$ cat config.mk
export PLATFORM = sky130hd
export DESIGN_NAME = uart_ext
export DESIGN_NICKNAME = d
export VERILOG_FILES = /design/src/rtl/uart_ext.sv
export SDC_FILE = /design/constraint.sdc
export NUM_CORES = 1
export LEC_CHECK = 0
export BUFFER_PORTS_ARGS = -buffer_cell sky130_fd_sc_hd__buf_2
export CAP_MARGIN = 20
export CORE_MARGIN = 2
export CORE_UTILIZATION = 65
export DETAILED_ROUTE_END_ITERATION = 6
export PLACE_DENSITY = 0.88
export SYNTH_ARGS = -nofsm -noshare
export SYNTH_HDL_FRONTEND = slang
export SYNTH_SLANG_ARGS = --single-unit
$ cat constraint.sdc
create_clock -name clk -period 6.6 [get_ports clk]
set_clock_uncertainty 0.05 [all_clocks]
set_input_delay 0.66 -clock clk [delete_from_list [all_inputs] [get_ports clk]]
set_output_delay 0.66 -clock clk [all_outputs]
set_load 0.01 [all_outputs]
$ cat src/rtl/uart_ext.sv
// uart_ext: full-duplex UART with parameterised frame format.
// TX and RX are independent state machines sharing only clock and reset.
// The transmitter takes a frame through the level txreq and reports
// completion with a one-cycle txack. The receiver presents data with
// rxreq and keeps it there until the consumer returns rxack.
module uart_ext #(
  parameter int unsigned SYSHZ    = 100_000_000,
  parameter int unsigned BAUD     = 9600,
  parameter int unsigned DATABITS = 8,
  parameter int unsigned PARITY   = 0,
  parameter int unsigned STOPBITS = 1
) (
  input  logic                clk,
  input  logic                rst,
  output logic                tx,
  input  logic                rx,
  input  logic                txreq,
  output logic                txack,
  input  logic [DATABITS-1:0] txdata,
  output logic                rxreq,
  input  logic                rxack,
  output logic [DATABITS-1:0] rxdata,
  output logic                rxperr,
  output logic                rxferr,
  output logic                rxovr
);

  localparam int unsigned Int      = SYSHZ / BAUD;
  localparam int unsigned TW       = $clog2(Int) + 1;
  localparam int unsigned CW       = 4;
  localparam logic [TW-1:0] TLast  = TW'(Int - 1);
  localparam logic [TW-1:0] THalf  = TW'(Int / 2 - 1);
  localparam logic [CW-1:0] LastBit  = CW'(DATABITS - 1);
  localparam logic [CW-1:0] LastStop = CW'(STOPBITS - 1);
  localparam bit HasPar = (PARITY != 0);
  localparam bit OddPar = (PARITY == 1);

  // ---------------------------------------------------------------------------
  // Transmitter
  // ---------------------------------------------------------------------------
  typedef enum logic [2:0] {TxIdle, TxStart, TxData, TxPar, TxStop, TxAck} tx_state_e;

  tx_state_e           tx_state_q, tx_state_d;
  logic [TW-1:0]       tx_tmr_q, tx_tmr_d;
  logic [CW-1:0]       tx_cnt_q, tx_cnt_d;
  logic [DATABITS-1:0] tx_sh_q, tx_sh_d;
  logic                tx_par_q, tx_par_d;
  logic                tx_q, tx_d;
  logic                tx_bit_end;

  // Next-state for the TX frame sequencer; tx_d is derived from the next state
  // so the line pin comes straight from a flop.
  always_comb begin
    tx_state_d = tx_state_q;
    tx_tmr_d   = tx_tmr_q;
    tx_cnt_d   = tx_cnt_q;
    tx_sh_d    = tx_sh_q;
    tx_par_d   = tx_par_q;
    tx_d       = 1'b1;
    tx_bit_end = (tx_tmr_q == '0);

    if (tx_state_q != TxIdle && tx_state_q != TxAck && !tx_bit_end) begin
      tx_tmr_d = tx_tmr_q - 1'b1;
    end

    unique case (tx_state_q)
      TxIdle: begin
        if (txreq) begin
          tx_state_d = TxStart;
          tx_tmr_d   = TLast;
          tx_sh_d    = txdata;
          tx_par_d   = (^txdata) ^ OddPar;
        end
      end
      TxStart: begin
        if (tx_bit_end) begin
          tx_state_d = TxData;
          tx_tmr_d   = TLast;
          tx_cnt_d   = '0;
        end
      end
      TxData: begin
        if (tx_bit_end) begin
          tx_tmr_d = TLast;
          if (tx_cnt_q == LastBit) begin
            tx_cnt_d   = '0;
            tx_state_d = HasPar ? TxPar : TxStop;
          end else begin
            tx_cnt_d = tx_cnt_q + 1'b1;
            tx_sh_d  = tx_sh_q >> 1;
          end
        end
      end
      TxPar: begin
        if (tx_bit_end) begin
          tx_state_d = TxStop;
          tx_tmr_d   = TLast;
          tx_cnt_d   = '0;
        end
      end
      TxStop: begin
        if (tx_bit_end) begin
          if (tx_cnt_q == LastStop) begin
            tx_state_d = TxAck;
          end else begin
            tx_cnt_d = tx_cnt_q + 1'b1;
            tx_tmr_d = TLast;
          end
        end
      end
      // txreq deliberately ignored here so a held request cannot restart early
      TxAck:   tx_state_d = TxIdle;
      default: tx_state_d = TxIdle;
    endcase

    unique case (tx_state_d)
      TxStart: tx_d = 1'b0;
      TxData:  tx_d = tx_sh_d[0];
      TxPar:   tx_d = tx_par_d;
      default: tx_d = 1'b1;
    endcase
  end

  // TX state register; reset forces the line idle at once.
  always_ff @(posedge clk or posedge rst) begin
    if (rst) begin
      tx_state_q <= TxIdle;
      tx_tmr_q   <= '0;
      tx_cnt_q   <= '0;
      tx_sh_q    <= '0;
      tx_par_q   <= 1'b0;
      tx_q       <= 1'b1;
    end else begin
      tx_state_q <= tx_state_d;
      tx_tmr_q   <= tx_tmr_d;
      tx_cnt_q   <= tx_cnt_d;
      tx_sh_q    <= tx_sh_d;
      tx_par_q   <= tx_par_d;
      tx_q       <= tx_d;
    end
  end

  assign tx    = tx_q;
  assign txack = (tx_state_q == TxAck);

  // ---------------------------------------------------------------------------
  // Receiver
  // ---------------------------------------------------------------------------
  logic rx_meta_q, rs_q, rs_prev_q;

  // Two-stage synchroniser plus a delayed copy for falling-edge detection.
  always_ff @(posedge clk or posedge rst) begin
    if (rst) begin
      rx_meta_q <= 1'b1;
      rs_q      <= 1'b1;
      rs_prev_q <= 1'b1;
    end else begin
      rx_meta_q <= rx;
      rs_q      <= rx_meta_q;
      rs_prev_q <= rs_q;
    end
  end

  typedef enum logic [2:0] {RxIdle, RxStart, RxData, RxPar, RxStop, RxWait} rx_state_e;

  rx_state_e           rx_state_q, rx_state_d;
  logic [TW-1:0]       rx_tmr_q, rx_tmr_d;
  logic [CW-1:0]       rx_cnt_q, rx_cnt_d;
  logic [DATABITS-1:0] rx_sh_q, rx_sh_d;
  logic                rx_pbit_q, rx_pbit_d;
  logic                rx_tick;
  logic                frame_done;
  logic                frame_perr;

  // Next-state for the RX sequencer; all samples are taken at mid-bit.
  always_comb begin
    rx_state_d = rx_state_q;
    rx_tmr_d   = rx_tmr_q;
    rx_cnt_d   = rx_cnt_q;
    rx_sh_d    = rx_sh_q;
    rx_pbit_d  = rx_pbit_q;
    frame_done = 1'b0;
    rx_tick    = (rx_tmr_q == '0);

    if (rx_state_q != RxIdle && rx_state_q != RxWait && !rx_tick) begin
      rx_tmr_d = rx_tmr_q - 1'b1;
    end

    unique case (rx_state_q)
      RxIdle: begin
        if (rs_prev_q && !rs_q) begin
          rx_state_d = RxStart;
          rx_tmr_d   = THalf;
        end
      end
      RxStart: begin
        if (rx_tick) begin
          if (rs_q) begin
            // Line back high at mid start bit: treat as a glitch
            rx_state_d = RxIdle;
          end else begin
            rx_state_d = RxData;
            rx_tmr_d   = TLast;
            rx_cnt_d   = '0;
          end
        end
      end
      RxData: begin
        if (rx_tick) begin
          rx_sh_d  = {rs_q, rx_sh_q[DATABITS-1:1]};
          rx_tmr_d = TLast;
          if (rx_cnt_q == LastBit) begin
            rx_state_d = HasPar ? RxPar : RxStop;
          end else begin
            rx_cnt_d = rx_cnt_q + 1'b1;
          end
        end
      end
      RxPar: begin
        if (rx_tick) begin
          rx_pbit_d  = rs_q;
          rx_state_d = RxStop;
          rx_tmr_d   = TLast;
        end
      end
      RxStop: begin
        if (rx_tick) begin
          frame_done = 1'b1;
          // A low stop bit may be a break; re-arm only once the line is high
          rx_state_d = rs_q ? RxIdle : RxWait;
        end
      end
      RxWait: begin
        if (rs_q) rx_state_d = RxIdle;
      end
      default: rx_state_d = RxIdle;
    endcase
  end

  assign frame_perr = HasPar ? (rx_pbit_q ^ (^rx_sh_q) ^ OddPar) : 1'b0;

  // RX state register; reset discards any partial frame.
  always_ff @(posedge clk or posedge rst) begin
    if (rst) begin
      rx_state_q <= RxIdle;
      rx_tmr_q   <= '0;
      rx_cnt_q   <= '0;
      rx_sh_q    <= '0;
      rx_pbit_q  <= 1'b0;
    end else begin
      rx_state_q <= rx_state_d;
      rx_tmr_q   <= rx_tmr_d;
      rx_cnt_q   <= rx_cnt_d;
      rx_sh_q    <= rx_sh_d;
      rx_pbit_q  <= rx_pbit_d;
    end
  end

  logic                rxreq_q, rxreq_d;
  logic [DATABITS-1:0] rxdata_q, rxdata_d;
  logic                rxperr_q, rxperr_d;
  logic                rxferr_q, rxferr_d;
  logic                rxovr_q, rxovr_d;

  // Output handshake: a frame arriving while the consumer still holds the
  // previous one is dropped, unless the consumer acks in that same cycle.
  always_comb begin
    rxreq_d  = rxreq_q;
    rxdata_d = rxdata_q;
    rxperr_d = rxperr_q;
    rxferr_d = rxferr_q;
    rxovr_d  = rxovr_q;

    if (rxreq_q && rxack) begin
      rxreq_d = 1'b0;
      rxovr_d = 1'b0;
    end

    if (frame_done) begin
      if (!rxreq_q || rxack) begin
        rxreq_d  = 1'b1;
        rxdata_d = rx_sh_q;
        rxperr_d = frame_perr;
        rxferr_d = !rs_q;
        rxovr_d  = 1'b0;
      end else begin
        rxovr_d = 1'b1;
      end
    end
  end

  // Output register for the consumer-facing RX interface.
  always_ff @(posedge clk or posedge rst) begin
    if (rst) begin
      rxreq_q  <= 1'b0;
      rxdata_q <= '0;
      rxperr_q <= 1'b0;
      rxferr_q <= 1'b0;
      rxovr_q  <= 1'b0;
    end else begin
      rxreq_q  <= rxreq_d;
      rxdata_q <= rxdata_d;
      rxperr_q <= rxperr_d;
      rxferr_q <= rxferr_d;
      rxovr_q  <= rxovr_d;
    end
  end

  assign rxreq  = rxreq_q;
  assign rxdata = rxdata_q;
  assign rxperr = rxperr_q;
  assign rxferr = rxferr_q;
  assign rxovr  = rxovr_q;

endmodule

==> impl_metrics.json <==
{
  "outcome": "complete, no violations",
  "vdd_ir_drop_max_uv": 211.1,
  "drive_above_1_share_pct": 18.54,
  "worst_slack_ns": 3.541,
  "cpMaxStageDelayCell": "or4b_2",
  "clockRootBuffer": "clkbuf_8",
  "hold_class": "reg -> reg",
  "worstSetupPathType": "reg -> reg",
  "placed_cell_area_mm2": 0.004061,
  "final_util_pct": 73.55,
  "dieArea_mm2": 0.006646,
  "tightestPinTransition_ns": 0.9171,
  "area_growth_pct": 10.15,
  "htreeDepth": 3,
  "crit_fanout": 14,
  "synth_cell_types": 57,
  "placeableCoreArea_mm2": 0.005851,
  "fin_crit_ns": 3.059,
  "firstDrtPassIters": 4,
  "dr.first_iter.drc_count": 163,
  "grt_pass1_wl_mm": 12.63,
  "critPathBufInv": 1,
  "ys_ff_latch": 76,
  "grt_pass1_vias": 2956,
  "fmax_mhz": 326.9,
  "synth_edf_count": 0,
  "gr-total-overflow": 0,
  "viasPerCell": 5.979,
  "finalSetupViolations": 0,
  "cts_sinks": 76,
  "yosysWarnings": 0,
  "cp.required_ns": 6.79,
  "syn_area_mm2": 0.003906,
  "rsz0062_at_grt": "no",
  "syn_nets": 402,
  "grt.total_usage_pct": 24.76,
  "avgRoutedWirePerCell_um": 15.61,
  "die-width_um": 81.52,
  "setup_tns_ns": 0,
  "clk_pin_slew_ns": 0.08,
  "worst_path_largest_cell_delay_ns": 0.65,
  "port-buffer-count": 25,
  "path_cells": "inv_1 > ha_1 > or4b_2 > nor4_4 > and3_1 > mux2_2",
  "cts_resized": 0,
  "cts_setup_buffers": 0,
  "avgSynthCellArea_um2": 10.20,
  "period_share_pct": 46.35,
  "hold_viol_final": 0,
  "async_flop_share_pct": 100.0,
  "end_kind": "register",
  "p_per_area_mw_per_mm2": 271.0,
  "pin_count": 27,
  "cts_tree": "built",
  "routed_wl_mm": 7.572,
  "placementRows": 28,
  "n_antenna_cell": 0,
  "final_cells": 485,
  "final_cell_area_mm2": 0.004303,
  "grt_start_max_net_pins": 77,
  "cap_violations": 0,
  "numCtsBuffers": 9,
  "placedCellCount": 469,
  "dr_total_vias": 2900,
  "dpl.hpwl_mm": 5.387,
  "final_nets": 424,
  "cts_hold_buffers": 0,
  "setup.worst_path.start_class": "register",
  "power.leakage_nw": 1.989,
  "crit_family": "simple AND/OR/NAND/NOR gates",
  "place_ws_ns": 3.596,
  "synth_ff_type": "dfrtp_1",
  "initial_core_util_pct": 66.77,
  "detail-route-antenna-nets": 0,
  "cts_buffer_depth": 2,
  "drc_errors": 0,
  "postSynthCellCount": 383,
  "gp_congestion": 0.8493,
  "slew_headroom_pct": 38.86,
  "worstPathArrival_ns": 3.25,
  "slew_viol_final": 0,
  "clock_latency_ns": 0.35,
  "ys_seq_area_share_pct": 48.81,
  "antenna_found_initial": 0,
  "die_y_um": 81.52
}
[layout make-up]
class                   count  area, um2
inverters                  14      52.55
well taps                  75      93.84
repair buffers             26      132.6
multi-input cells         278       1876
clock buffers              11      141.4
clock inverters             5      100.1
flip-flops and latches     76       1907
fillers                   380       1548
[state kept, by name, summed over array words and instances (netlist names)]
| name | cells |
|---|---|
| rxdata | 8 |
| rx_tmr_q | 15 |
| tx_par_q | 1 |
| rxovr | 1 |
| rx_meta_q | 1 |
| rs_q | 1 |
| rxferr | 1 |
| tx_sh_q | 8 |
| rx_state_q | 3 |
| tx_cnt_q | 4 |
| rxreq | 1 |
| tx | 1 |
| tx_tmr_q | 15 |
| rs_prev_q | 1 |
| rx_cnt_q | 4 |
| rx_sh_q | 8 |
| tx_state_q | 3 |
[metal layers]
metal / wire length (um) / global-route usage (%) / vias up
met4: 112 / 10.00 / 0
met1: 3236 / 29.45 / 1426
met5: 0 / 0 / -
li1: - / - / 1406
met2: 3926 / 41.80 / 57
met3: 297 / 7.692 / 11
[worst paths after layout]
check	cells past startpoint	slack (ns)	startpoint	end
hold reg to reg	0	0.31	rx_meta_q	rs_q
hold / removal	0	0.31	rx_meta_q	rs_q
setup reg to reg	6	3.54	rx_tmr_q[0]	rx_sh_q[7]
max in group asynchronous	3	5.38	rst	rx_sh_q[2]
min in group asynchronous	3	0.52	rst	tx_tmr_q[6]
setup / recovery	6	3.54	rx_tmr_q[0]	rx_sh_q[7]
[synthesized netlist by cell type (3+ instances only)]
cell	number	share of area, %
nor4_1	6	0.96
inv_1	14	1.3
nand2_1	36	3.5
a21o_1	8	1.5
clkbuf_1	10	0.96
or3_1	7	1.1
nor2b_1	4	0.64
mux2_2	16	4.6
dfrtp_1	72	46
buf_2	3	0.38
dfstp_2	4	2.7
nor2_1	38	3.7
ha_1	6	1.9
nand2b_1	8	1.3
a21oi_1	9	1.2
nand4_1	3	0.48
nor3_1	7	0.90
nor4b_1	3	0.67
o211ai_1	4	0.77
o31ai_1	3	0.58
a22o_1	7	1.6
xor2_1	9	2.0
o21ai_0	25	3.2
nand3_1	17	2.2
xnor2_1	21	4.7
[worst reg2reg max path: stages, from the launching register on]
cell     delay [ns]
dfrtp_1        0.38
inv_1          0.16
ha_1           0.17
or4b_2         0.65
nor4_4         0.61
and3_1         0.52
mux2_2         0.39
[metrics by stage]
step	total power, mW	hold slack, ns
6_report	1.166	0.3129
5_1_grt	1.227	0.3160
4_1_cts	1.174	0.3148
3_5_place_dp	0.7505	0.3041
3_3_place_gp	0.7345	0.2967
2_1_floorplan	0.7037	0.2952
[placed cells by master, fill, tap and decap left out, drive strengths merged, types with 3 or more instances in the layout]
cell type,n
dfrtp,72
nor2,38
nand2,36
o21ai,27
buf,26
xnor2,21
nand3,17
mux2,16
inv,14
clkbuf,11
a21oi,9
xor2,9
nor4,9
a21o,8
nand2b,8
nor3,8
a22o,7
or3,7
ha,6
nor2b,4
o211ai,4
dfstp,4
nand4,4
or4,4
a211oi,4
o31ai,3
nor4b,3
bufinv,3
[where the power goes]
part | internal (mW) | total (mW) | switching, mW
Sequential | 0.508 | 0.563 | 0.0548
Clock | 0.260 | 0.423 | 0.163
Combinational | 0.0748 | 0.180 | 0.105
[cells by family after synthesis]
family	after synthesis	synth area share (%)
buf+inv	29	3.171
simple gates	146	20.50
other cells	1	0.09600
fa+ha+maj	6	1.922
mux	18	5.125
flops	76	48.81
compound gates	77	13.65
xor+xnor	30	6.727
(Power assumes the default switching activity.)
